`src/rtl/ptm_pkg.sv`:
```
// rtl/ptm_pkg.sv - shared types, default sizes and guard width helper for ptm_window
package ptm_pkg;

  typedef enum logic [1:0] {
    IDLE = 2'd0,
    SCAN = 2'd1,
    DONE = 2'd2
  } state_t;

  localparam int DEF_DATA_W  = 10;
  localparam int DEF_ADDR_W  = 10;
  localparam int DEF_PAT_LEN = 4;

  // Guard and fill counters must hold PAT_LEN-1; never narrower than one bit.
  function automatic int guard_w(input int pat_len);
    return ($clog2(pat_len) < 1) ? 1 : $clog2(pat_len);
  endfunction

endpackage

```
`src/rtl/ptm_window_cmp.sv`:
```
// rtl/ptm_window_cmp.sv - combinational window-versus-pattern equality
// PTM_MASK_EN adds pat_mask: a 1 bit makes that pattern bit don't-care.
module ptm_window_cmp
  import ptm_pkg::*;
#(
  parameter int DATA_W  = DEF_DATA_W,
  parameter int PAT_LEN = DEF_PAT_LEN
) (
  input  logic [(PAT_LEN > 1 ? PAT_LEN - 1 : 1)*DATA_W-1:0] hist,
  input  logic [DATA_W-1:0]                                 data,
  input  logic [PAT_LEN*DATA_W-1:0]                         pattern,
`ifdef PTM_MASK_EN
  input  logic [PAT_LEN*DATA_W-1:0]                         pat_mask,
`endif
  output logic                                              eq
);

  logic [PAT_LEN*DATA_W-1:0] win;

  // Oldest word sits in the low bits, matching the pattern element order.
  if (PAT_LEN > 1) begin : g_win
    assign win = {data, hist};
  end else begin : g_win1
    assign win = data;
  end

`ifdef PTM_MASK_EN
  assign eq = (((win ^ pattern) & ~pat_mask) == '0);
`else
  assign eq = (win == pattern);
`endif

endmodule

```
`src/rtl/ptm_window.sv`:
```
// rtl/ptm_window.sv - streams len words and counts PAT_LEN-word pattern matches
// Optional macro PTM_MASK_EN adds the pat_mask don't-care input.
module ptm_window
  import ptm_pkg::*;
#(
  parameter int DATA_W  = DEF_DATA_W,
  parameter int ADDR_W  = DEF_ADDR_W,
  parameter int PAT_LEN = DEF_PAT_LEN
) (
  input  logic                      clk,
  input  logic                      rst,
  input  logic                      start,
  input  logic [PAT_LEN*DATA_W-1:0] pattern,
`ifdef PTM_MASK_EN
  input  logic [PAT_LEN*DATA_W-1:0] pat_mask,
`endif
  input  logic [ADDR_W:0]           len,
  input  logic                      overlap,
  input  logic [DATA_W-1:0]         data,
  output logic                      en,
  output logic [ADDR_W-1:0]         addr,
  output logic                      flag,
  output logic                      fin,
  output logic [ADDR_W:0]           result
);

  localparam int GW = guard_w(PAT_LEN);
  localparam int HW = (PAT_LEN > 1 ? PAT_LEN - 1 : 1) * DATA_W;
  localparam logic [GW-1:0] FILL_MAX = GW'(PAT_LEN - 1);

  state_t                    st, st_nxt;
  logic [ADDR_W:0]           len_q;
  logic [PAT_LEN*DATA_W-1:0] pat_q;
  logic                      ovl_q;
  logic [HW-1:0]             hist, hist_nxt;
  logic [GW-1:0]             fill, guard;
  logic                      raw_eq, last, match;
`ifdef PTM_MASK_EN
  logic [PAT_LEN*DATA_W-1:0] mask_q;
`endif

  if (PAT_LEN > 2) begin : g_shift
    assign hist_nxt = {data, hist[HW-1:DATA_W]};
  end else begin : g_load
    assign hist_nxt = data;
  end

  ptm_window_cmp #(
    .DATA_W  (DATA_W),
    .PAT_LEN (PAT_LEN)
  ) u_cmp (
    .hist     (hist),
    .data     (data),
    .pattern  (pat_q),
`ifdef PTM_MASK_EN
    .pat_mask (mask_q),
`endif
    .eq       (raw_eq)
  );

  assign last  = ({1'b0, addr} == (len_q - (ADDR_W+1)'(1)));
  assign match = en && raw_eq && (fill == FILL_MAX) && (ovl_q || (guard == '0));

  always_ff @(posedge clk or posedge rst) begin
    if (rst) st <= IDLE;
    else     st <= st_nxt;
  end

  always_comb begin
    st_nxt = st;
    case (st)
      IDLE:    if (start) st_nxt = (len == '0) ? DONE : SCAN;
      SCAN:    if (last) st_nxt = DONE;
      DONE:    if (!start) st_nxt = IDLE;
      default: st_nxt = IDLE;
    endcase
  end

  always_comb begin
    en   = (st == SCAN);
    fin  = (st == DONE);
    flag = match;
  end

  always_ff @(posedge clk or posedge rst) begin
    if (rst) begin
      len_q  <= '0;
      pat_q  <= '0;
      ovl_q  <= 1'b0;
      addr   <= '0;
      result <= '0;
      hist   <= '0;
      fill   <= '0;
      guard  <= '0;
`ifdef PTM_MASK_EN
      mask_q <= '0;
`endif
    end else begin
      case (st)
        IDLE: if (start) begin
          len_q  <= len;
          pat_q  <= pattern;
          ovl_q  <= overlap;
          addr   <= '0;
          result <= '0;
          hist   <= '0;
          fill   <= '0;
          guard  <= '0;
`ifdef PTM_MASK_EN
          mask_q <= pat_mask;
`endif
        end
        SCAN: begin
          if (!last) addr <= addr + ADDR_W'(1);
          hist <= hist_nxt;
          if (fill != FILL_MAX) fill <= fill + GW'(1);
          if (match) result <= result + (ADDR_W+1)'(1);
          // Non-overlap: block the next PAT_LEN-1 addresses after a hit.
          if (match && !ovl_q)    guard <= FILL_MAX;
          else if (guard != '0)   guard <= guard - GW'(1);
        end
        default: ;
      endcase
    end
  end

endmodule

```
`config.mk`:
```
export PLATFORM = sky130hd
export DESIGN_NAME = ptm_window
export DESIGN_NICKNAME = d
export VERILOG_FILES = /design/src/rtl/ptm_pkg.sv /design/src/rtl/ptm_window_cmp.sv /design/src/rtl/ptm_window.sv
export SDC_FILE = /design/constraint.sdc
export NUM_CORES = 1
export LEC_CHECK = 0
export ABC_AREA = 1
export CELL_PAD_IN_SITES_DETAIL_PLACEMENT = 1
export CELL_PAD_IN_SITES_GLOBAL_PLACEMENT = 1
export CORE_UTILIZATION = 43
export DETAILED_ROUTE_END_ITERATION = 10
export HOLD_SLACK_MARGIN = 0.02
export PLACE_DENSITY_LB_ADDON = 0.1
export SLEW_MARGIN = 20
export SYNTH_ARGS = -nofsm -noshare
export SYNTH_HDL_FRONTEND = slang
export SYNTH_SLANG_ARGS = --single-unit
```
`constraint.sdc`:
```
create_clock -name clk -period 9.62 [get_ports clk]
set_input_delay 1.443 -clock clk [delete_from_list [all_inputs] [get_ports clk]]
set_output_delay 1.443 -clock clk [all_outputs]
set_load 0.005 [all_outputs]
```
## Yosys cells after proc, flatten, opt, wreduce, memory -nomap -nowiden

Index checks and enable logic that the tools add are counted.

- Register bits after elaboration: 109
- Latch bits: 0
- Memory bits (writable): 0
- ROM bits: 0
- Output and inout port bits: 24
- Memories: 0

- Add/sub/neg operators: 5
- Multipliers: 0
- Divide/modulo/power cells: 0
- $lt $le $gt $ge: 0
- Equal/unequal tests: 13
- Shift-type cells: 0
- Muxes and demuxes: 19
- Bitwise logic cells: 0
- Reductions and logical operators: 18

Operator list:

| cell | count |
|---|---|
| $pmux 30 s2 | 1 |
| $eq 40x40->1 | 1 |
| $mux 30 | 1 |
| $mux 11 | 2 |
| $pmux 11 s2 | 1 |
| $mux 10 | 2 |
| $pmux 10 s2 | 1 |
| $mux 2 | 8 |
| $reduce_and 3->1 | 5 |
| $add 11x1->11 const B | 1 |
| $eq 10x11->1 | 1 |
| $logic_not 11->1 | 1 |
| $sub 11x1->11 const B | 1 |
| $add 10x1->10 const B | 1 |
| $ne 2x2->1 const B | 4 |
| $pmux 2 s2 | 2 |
| $ne 2x1->1 const B | 3 |
| $pmux 2 s3 | 1 |
| $eq 2x2->1 const B | 2 |
| $logic_and 1x1->1 | 4 |
| $logic_not 2->1 | 2 |
| $reduce_and 2->1 | 2 |
| $reduce_bool 2->1 | 2 |
| $ne 3x1->1 const B | 1 |
| other kinds (5) | 5 |

## Depth between registers and ports, before layout

- Depth in word-level cells: 7
- Depth in mapped cells: 13
- Gate-level depth less buffers: 13

## Cells and area by module

From an unflattened synthesis, not the netlist that was laid out.

- Cells, all modules: 788
- Area, all modules: 5741.8 um2

Modules (own cells, without submodules):

| module | instances | cells an instance | area each (um2) | seq. area each (um2) |
|---|---|---|---|---|
| ptm_window | 1 | 624 | 5036.1 | 2727.6 |
| ptm_window_cmp | 1 | 164 | 705.7 | 0.0 |

## Worst setup path after synthesis

OpenSTA, ideal clock, no wires.

- Kind: input to output
- From: input data[4]
- To: output flag
- Arrival time: 2199 ps
- Data required time: 8177 ps
- Path slack: 5978 ps
- Stages on the path: 7
- Path buffers: 0
- Cell sequence: xnor2_1 -> nand3_1 -> nor2_1 -> nand2_1 -> nor2_1 -> nand3_2 -> inv_1

- Word-level cells in the longest chain between the ends: 4

RTL lines:

| item | line | source |
|---|---|---|
| start: declaration | ptm_window.sv:19 | `input logic [DATA_W-1:0] data,` |
| $eq 40x40->1 | ptm_window_cmp.sv:30 | `assign eq = (win == pattern);` |
| $logic_and 1x1->1 (3 in series) | ptm_window.sv:62 | `assign match = en && raw_eq && (fill == FILL_MAX) && (ovl_q \|\| (guard == '0));` |
| end: declaration | ptm_window.sv:22 | `output logic flag,` |

Every way passes these cells.

## Final worst setup path

Ends and elaborated chain as after synthesis.

==> impl_metrics.json <==
{
  "rr_startpoint": "st[0]",
  "synth-seq-cells": 109,
  "wl_met3_um": 883,
  "start_kind": "input pin",
  "root_buffer": "clkbuf_16",
  "start_util": 0.443,
  "yosysUniqueCellTypes": 31,
  "outcome": "completed",
  "clk_pin_slew_ns": 0.08,
  "relSlewSlack": 0.469,
  "synth_cells": 806,
  "grt_max_degree": 77,
  "fin_skew_ns": 0.00830,
  "power_leakage_uw": 0.00365,
  "clock_latency_ns": 0.36,
  "antennaDiodeCount": 0,
  "fin_total_pwr_uw": 959,
  "postCtsSetupBuffers": 0,
  "fin_setup_tns_ns": 0,
  "syn2layout_area_growth_pct": 22.9,
  "rsz0062_at_grt": "false",
  "drive_above_1_share": 0.0404,
  "slew_violations": 0,
  "maxCapViolations": 0,
  "cp-startpoint": "data[4]",
  "irDropWorstVdd_uv": 96.0,
  "mappedNetlistArea_um2": 5890,
  "gr-total-overflow": 0,
  "fillers": 1707,
  "fp.dieH_um": 119,
  "finalSetupViolCount": 0,
  "path_class": "in -> out",
  "worst_pin_slew_ns": 0.796,
  "post-route-util": 0.545,
  "h-tree-depth": 3,
  "ys_top_cells_by_area": "dfrtp_1 46%, nand2_1 16%, inv_1 7.9%",
  "numCtsBuffers": 9,
  "worstSetupEndpointType": "output pin",
  "r2r.worst_path.cells": 8,
  "slowest_delay_ns": 0.52,
  "final_nets": 956,
  "maxUsedRoutingLayer": "met4",
  "rows": 42,
  "core_area_um2": 13300,
  "crit_end": "flag",
  "cp_max_fo": 7,
  "arrival_ns": 3.51,
  "antenna_found_initial": 0,
  "gp_congestion": 0.871,
  "yosysWarnings": 0,
  "r2r_slack_ns": 7.13,
  "post_cts_resize_count": 0,
  "die_area_um2": 14200,
  "grt_pass1_wl_mm": 30.9,
  "drt-pass1-iter-count": 6,
  "postRouteAntennaNets": 0,
  "r2r-end": "guard[0]",
  "dr.first_iter.drc_count": 357,
  "syn_nets": 876,
  "cts_tree": "built",
  "yosys.area.top_type_share": 0.463,
  "hp-class": "reg -> reg",
  "critPathRequiredTime_ns": 8.18,
  "hold_buffers": 0,
  "io_pins": 89,
  "grt.total_usage": 0.281,
  "drt_drc_violations_left": 0,
  "totalWireLength_mm": 18.6,
  "fin_crit_ns": 4.96,
  "critPathSlowestCell": "clkdlybuf4s50_1",
  "period_share": 0.515,
  "synth_top_area_cell": "dfrtp_1",
  "syn_avg_cell_area_um2": 7.31,
  "die_x_um": 119,
  "synth_seq_area_share": 0.463,
  "power_density_nw_per_um2": 132,
  "crit_chain": "clkdlybuf4s50_1 -> xnor2_1 -> nand3_1 -> nor2_1 -> nand2_1 -> nor2_1 -> nand3_2 -> inv_1 -> clkdlybuf4s50_1",
  "hold_violations": 0,
  "dr_total_vias": 5605,
  "post_drt_via_cell_ratio": 5.25,
  "met1_length_mm": 8.72,
  "wl_met2_mm": 8.79,
  "io_buffers": 88,
  "cts.sinks": 109,
  "hpwl_mm": 13.5,
  "grt_pass1_vias": 5984,
  "wire_per_inst_um": 17.5,
  "cts_buffer_depth": 2,
  "fmax_mhz": 202
}
## synthesized netlist by cell type
cell type	count
ha_1	5
nand3b_1	2
xnor2_1	14
dfrtp_1	109
nand2_4	1
nand3_2	2
nor4_1	4
buf_6	2
a21o_1	1
or2_2	1
inv_2	4
nor2_4	1
nand4_1	20
nor3b_1	2
nor3_1	8
o31ai_1	1
clkbuf_1	9
xor2_1	13
nor2_2	3
o21ai_0	60
o21ai_1	3
nand2_2	3
inv_1	124
buf_2	8
and2_1	1
nand3_1	42
buf_1	4
nor2_1	71
nand2_1	255
a21oi_1	6
o22ai_1	27
## per-layer routing
metal / vias to the layer above / global-route usage
met1: 2766 / 0.391
met5: - / 0
met3: 22 / 0.0512
met4: 0 / 0.0641
li1: 2677 / -
met2: 140 / 0.452
## where the power goes
part | switching, uW | total [uW] | internal, uW
sequential | 3.90 | 468 | 464
clock | 182 | 418 | 236
combinational | 38.2 | 72.7 | 34.5
## worst min-delay path by stage
| stage | cells after the start | from | end |
|---|---|---|---|
| 2_1_floorplan | 2 | guard[1] | guard[1] |
| 3_3_place_gp | 2 | guard[1] | guard[1] |
| 3_5_place_dp | 2 | guard[1] | guard[1] |
| 4_1_cts | 2 | guard[1] | guard[1] |
| 5_1_grt | 1 | fill[0] | fill[0] |
| 6_report | 2 | guard[1] | guard[1] |
## flip-flops by register name, summed over array words and instances, names as in the netlist
register,cells
ovl_q,1
hist,30
fill,2
result,11
st,2
addr,10
len_q,11
guard,2
pat_q,40
## metrics by stage
step	area [um^2]	hold WS, ns	cells	setup slack [ns]
after floorplan	5890	0.449	806	5.30
after global placement	6920	0.466	1051	4.65
after detailed placement	6920	0.476	1051	4.67
after CTS	7240	0.496	1067	4.66
after global routing	7240	0.511	1067	4.48
final	7240	0.497	1067	4.66
## worst max-delay path: cells and delay by family
kind                   cells  cell delay (ns)
buffers and inverters      3             1.13
AND/OR/NAND/NOR            5             0.64
XOR/XNOR                   1             0.30
## kinds of logic (layout without fill, tap and decap cells)
family / after synthesis / in the layout / synth area share
xor gates and xnor gates: 27 / 27 / 0.0401
buffers and inverters: 151 / 236 / 0.100
adders and majority gates: 5 / 5 / 0.0106
and+or+nand+nor: 416 / 416 / 0.296
AOI/OAI and AO/OA: 98 / 98 / 0.0898
DFF: 109 / 109 / 0.463
## layout by cell type (no fill, tap or decap), types with 2 or more instances in the layout
cell and n:
nand3_2 2, bufinv_16 2, dfrtp_1 109, nand2_2 3, nand4_1 20, clkinvlp_4 2
nand3_1 42, a21oi_1 6, nor4_1 4, nor2_2 3, clkbuf_16 9, nor2_1 71
o21ai_1 3, inv_2 5, nor3b_1 2, nand3b_1 2, nor3_1 8, ha_1 5
buf_4 4, inv_1 122, o21ai_0 60, xnor2_1 14, clkdlybuf4s50_1 88, o22ai_1 27
xor2_1 13, nand2_1 255
## final cells by class
class	count	area, um^2	share of cell area
Tap cell	176	220	0.0304
Timing Repair Buffer	92	911	0.126
Clock buffer	11	243	0.0335
Inverter	128	483	0.0667
Multi-Input combinational cell	546	2570	0.356
Clock inverter	5	83.8	0.0116
Sequential cell	109	2730	0.377
No activity file was read; power rests on OpenSTA's default activity.
